**src/rtl/id_stage_pkg.sv**
```systemverilog
// id_stage_pkg: MIPS opcode, funct and ALUOp encodings shared by the ID and EX stages.
package id_stage_pkg;

    localparam logic [5:0] OP_RTYPE = 6'b000000;
    localparam logic [5:0] OP_LW    = 6'b100011;
    localparam logic [5:0] OP_SW    = 6'b101011;
    localparam logic [5:0] OP_ADDI  = 6'b001000;
    localparam logic [5:0] OP_BEQ   = 6'b000100;

    localparam logic [5:0] FN_ADD = 6'b000000;
    localparam logic [5:0] FN_SUB = 6'b000001;
    localparam logic [5:0] FN_MUL = 6'b000010;

    localparam logic [1:0] ALUOP_MEM   = 2'b00;
    localparam logic [1:0] ALUOP_BEQ   = 2'b01;
    localparam logic [1:0] ALUOP_RTYPE = 2'b10;

    typedef struct packed {
        logic       legal;
        logic       alu_src;
        logic [1:0] alu_op;
        logic       branch;
        logic       mem_read;
        logic       mem_write;
        logic       reg_write;
        logic       uses_rt;
        logic       dest_is_rd;
    } ctrl_t;

    function automatic ctrl_t decode(input logic [31:0] instr);
        ctrl_t c;
        c = '0;
        case (instr[31:26])
            OP_RTYPE: begin
                c.legal      = instr[5:0] inside {FN_ADD, FN_SUB, FN_MUL};
                c.alu_op     = ALUOP_RTYPE;
                c.reg_write  = 1'b1;
                c.uses_rt    = 1'b1;
                c.dest_is_rd = 1'b1;
            end
            OP_LW: begin
                c.legal     = 1'b1;
                c.alu_src   = 1'b1;
                c.mem_read  = 1'b1;
                c.reg_write = 1'b1;
            end
            OP_SW: begin
                c.legal     = 1'b1;
                c.alu_src   = 1'b1;
                c.mem_write = 1'b1;
                c.uses_rt   = 1'b1;
            end
            OP_ADDI: begin
                c.legal     = 1'b1;
                c.alu_src   = 1'b1;
                c.reg_write = 1'b1;
            end
            OP_BEQ: begin
                c.legal   = 1'b1;
                c.alu_op  = ALUOP_BEQ;
                c.branch  = 1'b1;
                c.uses_rt = 1'b1;
            end
            default: c = '0;
        endcase
        return c;
    endfunction

endpackage

```
**src/rtl/id_stage_regfile.sv**
```systemverilog
// regfile: 32x32 register file with write-before-read bypass and optional hardwired zero register.
module regfile #(
    parameter bit ZERO_REG = 1'b1
) (
    input  logic        clk,
    input  logic        reset,
    input  logic        we,
    input  logic [4:0]  waddr,
    input  logic [31:0] wdata,
    input  logic [4:0]  raddr1,
    input  logic [4:0]  raddr2,
    output logic [31:0] rdata1,
    output logic [31:0] rdata2
);

    logic [31:0] mem [32];

    always_ff @(posedge clk or negedge reset) begin
        if (!reset) begin
            for (int i = 0; i < 32; i++) mem[i] <= '0;
        end else if (we && !(ZERO_REG && waddr == 5'd0)) begin
            mem[waddr] <= wdata;
        end
    end

    // A same-cycle writeback wins over the stored value, except into a hardwired r0.
    assign rdata1 = (ZERO_REG && raddr1 == 5'd0) ? '0 : (we && waddr == raddr1) ? wdata : mem[raddr1];
    assign rdata2 = (ZERO_REG && raddr2 == 5'd0) ? '0 : (we && waddr == raddr2) ? wdata : mem[raddr2];

endmodule

```
**src/rtl/id_stage.sv**
```systemverilog
// id_stage: MIPS instruction decode, load-use hazard detection and ID/EX pipeline register.
module id_stage
    import id_stage_pkg::*;
#(
    parameter bit ZERO_REG = 1'b1
) (
    input  logic        clk,
    input  logic        reset,
    input  logic        in_valid,
    input  logic [31:0] instr,
    input  logic [31:0] pc,
    input  logic        flush,
    input  logic        wb_en,
    input  logic [4:0]  wb_addr,
    input  logic [31:0] wb_data,
    output logic        stall,
    output logic        out_valid,
    output logic [31:0] rs,
    output logic [31:0] rt,
    output logic [31:0] sign_ext,
    output logic        ALUSrc,
    output logic [1:0]  ALUOp,
    output logic [5:0]  funct,
    output logic        branch,
    output logic        mem_read,
    output logic        mem_write,
    output logic        reg_write,
    output logic [4:0]  dest_reg,
    output logic [31:0] pcout,
    output logic        illegal
);

    ctrl_t       c;
    logic [4:0]  dest;
    logic [31:0] rs_val;
    logic [31:0] rt_val;
    logic        accept;
    logic        load;
    logic        bad;

    assign c    = decode(instr);
    assign dest = c.dest_is_rd ? instr[15:11] : c.reg_write ? instr[20:16] : 5'd0;

    // The load sitting in ID/EX has not produced its data yet; hold the dependent instruction.
    assign stall = in_valid & out_valid & mem_read & (dest_reg != 5'd0)
                 & ((dest_reg == instr[25:21]) | (c.uses_rt & (dest_reg == instr[20:16])))
                 & ~flush;

    assign accept = in_valid & ~flush & ~stall;
    assign load   = accept & c.legal;
    assign bad    = accept & ~c.legal;

    regfile #(.ZERO_REG(ZERO_REG)) u_regfile (
        .clk    (clk),
        .reset  (reset),
        .we     (wb_en),
        .waddr  (wb_addr),
        .wdata  (wb_data),
        .raddr1 (instr[25:21]),
        .raddr2 (instr[20:16]),
        .rdata1 (rs_val),
        .rdata2 (rt_val)
    );

    always_ff @(posedge clk or negedge reset) begin
        if (!reset) begin
            out_valid <= 1'b0;
            rs        <= '0;
            rt        <= '0;
            sign_ext  <= '0;
            ALUSrc    <= 1'b0;
            ALUOp     <= '0;
            funct     <= '0;
            branch    <= 1'b0;
            mem_read  <= 1'b0;
            mem_write <= 1'b0;
            reg_write <= 1'b0;
            dest_reg  <= '0;
            pcout     <= '0;
            illegal   <= 1'b0;
        end else begin
            out_valid <= load;
            rs        <= load ? rs_val : '0;
            rt        <= load ? rt_val : '0;
            sign_ext  <= load ? {{16{instr[15]}}, instr[15:0]} : '0;
            ALUSrc    <= load & c.alu_src;
            ALUOp     <= load ? c.alu_op : '0;
            funct     <= load ? instr[5:0] : '0;
            branch    <= load & c.branch;
            mem_read  <= load & c.mem_read;
            mem_write <= load & c.mem_write;
            reg_write <= load & c.reg_write;
            dest_reg  <= load ? dest : '0;
            pcout     <= load ? pc : '0;
            illegal   <= bad;
        end
    end

endmodule

```
**config.mk**
```make
export PLATFORM = sky130hd
export DESIGN_NAME = id_stage
export DESIGN_NICKNAME = d
export VERILOG_FILES = /design/src/rtl/id_stage_pkg.sv /design/src/rtl/id_stage_regfile.sv /design/src/rtl/id_stage.sv
export SDC_FILE = /design/constraint.sdc
export NUM_CORES = 2
export LEC_CHECK = 0
export BUFFER_PORTS_ARGS = -buffer_cell sky130_fd_sc_hd__buf_4
export CAP_MARGIN = 20
export CORE_MARGIN = 2
export CORE_UTILIZATION = 50
export DETAILED_ROUTE_END_ITERATION = 12
export HOLD_SLACK_MARGIN = 0.02
export PLACE_DENSITY = 0.67
export SYNTH_ARGS = -nofsm -noshare
export SYNTH_HDL_FRONTEND = slang
export SYNTH_HIERARCHICAL = 1
export SYNTH_SLANG_ARGS = --single-unit
```
**constraint.sdc**
```tcl
create_clock -name clk -period 4.3 [get_ports clk]
set_input_delay 0.215 -clock clk [delete_from_list [all_inputs] [get_ports clk]]
set_output_delay 0.215 -clock clk [all_outputs]
set_load 0.005 [all_outputs]
```
==> impl_metrics.tcl <==
set metrics [dict create \
    yosysSeqAreaShare_pct 47.8 \
    port_buffers 254 \
    grt_usage_pct 32.0 \
    die_width_microns 351 \
    yosysTopAreaCell "dfrtp_1" \
    via_per_inst 6.86 \
    clk-insertion-delay-late_ns 0.73 \
    area_growth_pct 14.0 \
    synth_edf_count 0 \
    max_freq_mhz 316 \
    period_needed_ns 3.16 \
    n_fill_cell 9409 \
    period_share_pct 73.5 \
    worst_pin_slew_ns 1.14 \
    ys_async_sr_fraction_pct 100 \
    htree_levels 3 \
    ff2ff_setup_slack_ns 1.61 \
    drc_errors 0 \
    die_height_microns 351 \
    worst_setup_path_end_kind "output pin" \
    startpoint "dest_reg[1]" \
    synth_commonest_cells "1,150 x dfrtp_1, 948 x mux2_2, 398 x mux4_2" \
    top_usage_layer "met2" \
    maxSlewHeadroom_pct 24.0 \
    sequentialPowerShare_pct 45.6 \
    largest_reg_flops 1024 \
    numCtsBuffers 119 \
    r2r_end "mem_read" \
    synth.distinct_cells 66 \
    path_class "reg -> out" \
    drt_first_pass_iters 7 \
    leakage_nw 29.9 \
    grt_max_degree 146 \
    utilization_pct 57.3 \
    intPower_w 0.0225 \
    ant_nets 0 \
    path_clk_slew_ns 0.06 \
    finalSetupViolations 0 \
    cp-start-kind "flop" \
    rsz0062_at_grt "no" \
    critPathMaxFanout 59 \
    use_met2_pct 48.2 \
    skew_ns 0.0200 \
    grt_antenna_before_repair 7 \
    syn_nets 4238 \
    slew_violations 0 \
    layout.nets 4338 \
    syn_area_per_cell_sq_um 14.6 \
    grt_first_pass_wirelength_microns 287000 \
    r2r_cells 6 \
    outcome "finished, final reports clean" \
    core_sq_mm 0.120 \
    final-hold-violation-count 0 \
    fin_tns_setup_ns 0 \
    hp-start "wb_data[0]" \
    tritoncts "built" \
    rows 127 \
    cts.sink_count 1150 \
    routed_wl_microns 198000 \
    gp_congestion 0.860 \
    grt-ovfl-total 0 \
    clock_power_share_pct 35.4 \
    final_cells 5941 \
    dieArea_sq_mm 0.123 \
    drt_iter0_drc 3950 \
    yosysMostFrequentCell "dfrtp_1" \
    vias 40783 \
    yosys_warnings 6 \
    critPathCapture "stall" \
    drv_cap 0 \
    power_switching_w 0.00818 \
    drive_gt1_share_pct 47.8 \
    cp.arrival_ns 2.95 \
    clockBufferDepth 3 \
    dpl.cell_count 5637 \
    synth_top_area_share_pct 47.8 \
    yosys-top-cells-area "dfrtp_1 48%, mux2_2 18%, mux4_2 15%, mux2i_1 4.0%, clkbuf_1 1.5%" \
    grt_util_met1_pct 44.9 \
    r2r_start "dest_reg[1]" \
    p_comb_share_pct 19.0 \
    initial_core_util_pct 50.3 \
    gr-usage-met3_pct 6.69 \
    io-pin-count 255 \
    regMostFlops "u_regfile/mem" \
    ys_ff_latch 1150 \
    required_ns 4.09 \
    yosys_most_used_dff "dfrtp_1" \
    root_buffer "clkbuf_16" \
    hp-class "in -> reg" \
    grt_pass1_vias 40637 \
    power_density_mw_per_mm2 447 \
    synth_cells 4132 \
    netSwitchingFraction_pct 26.7 \
    wl_per_cell_microns 33.3 \
    cts_resized 0 \
    peakVddDrop_mv 0.394 \
    dp_hpwl_microns 117000 \
    syn_area_sq_mm 0.0602 \
]
[cells by family after synthesis]
logic type / after synthesis / synth area share (%)
DFF: 1150 / 47.8
muxes: 1637 / 37.6
xor gates and xnor gates: 20 / 0.291
and+or+nand+nor: 327 / 4.09
AOI/OAI and AO/OA: 481 / 6.02
buffers and inverters: 517 / 4.19
[area by class of cell]
cell class                      count  area (sq um)  share of cell area [%]
Tap cell                         1612          2020                    2.94
Clock inverter                     38           482                   0.702
Timing Repair Buffer              489          4510                    6.57
Sequential cell                  1150         28800                    41.9
Clock buffer                      179          3630                    5.29
Inverter                            7          26.3                  0.0383
Multi-Input combinational cell   2465         29200                    42.5
Antenna cell                        1          2.50                 0.00365
[worst min-delay path by stage]
stage | end | slack [ns] | cells past startpoint
3_5_place_dp | u_regfile/mem[62] | 0.32 | 1
6_report | u_regfile/mem[256] | 0.05 | 2
5_1_grt | u_regfile/mem[416] | 0.06 | 2
3_3_place_gp | u_regfile/mem[62] | 0.32 | 1
2_1_floorplan | ALUOp[0] | -0.08 | 0
4_1_cts | u_regfile/mem[352] | 0.02 | 2
[cell usage in the layout (no fill, tap or decap), types with 27 or more instances in the layout]
cell,count
a221oi_1,27
a21oi_1,84
buf_4,351
clkbuf_16,123
o22ai_1,33
mux2_2,948
clkbuf_8,34
nand2_1,43
o221ai_1,46
dlygate4sd3_1,86
nor2_1,37
nor4b_1,61
mux2_1,49
a22o_1,57
nor4b_2,55
dfrtp_1,1150
buf_12,47
mux4_2,398
mux2i_1,242
a22oi_1,113
[layer usage]
| layer | vias to the layer above | wire (microns) | part of all wire (%) |
|---|---|---|---|
| li1 | 16180 | - | - |
| met1 | 21832 | 80100 | 41 |
| met2 | 2233 | 88800 | 45 |
| met3 | 528 | 18900 | 9.6 |
| met4 | 10 | 9690 | 4.9 |
| met5 | - | 62 | 0.031 |
[through the flow]
step                      power [W]  hold slack (ns)  cell area (sq um)  setup WS, ns
final                        0.0307           0.0485              68600          1.14
after CTS                    0.0307           0.0235              68600          1.10
after global routing         0.0318           0.0576              68600          1.03
after floorplan              0.0180          -0.0806              60200          2.13
after global placement       0.0196            0.324              63600         0.994
after detailed placement     0.0198            0.323              63600          1.04
[repair_timing]
item | in CTS | in global routing
hold buffers | 86 | 0
buffers inserted | 0 | 0
endpoints found under the hold margin | 752 | 0
[worst max-delay path, stage by stage, from the launching register on]
cell,delay (ns)
dfrtp_1,0.44
or4_1,0.55
o2111ai_2,0.37
nor4b_2,0.16
buf_12,0.23
or2_2,0.31
buf_4,0.14
[power by group through the flow]
stage	registers, W	clock network, W	logic (W)
floorplan	0.0137	0	0.00431
global placement	0.0140	0	0.00559
detailed placement	0.0141	0	0.00569
CTS	0.0139	0.0110	0.00578
global route	0.0142	0.0114	0.00617
finish	0.0140	0.0109	0.00582
Note: power is estimated with default switching activity, not from simulation.
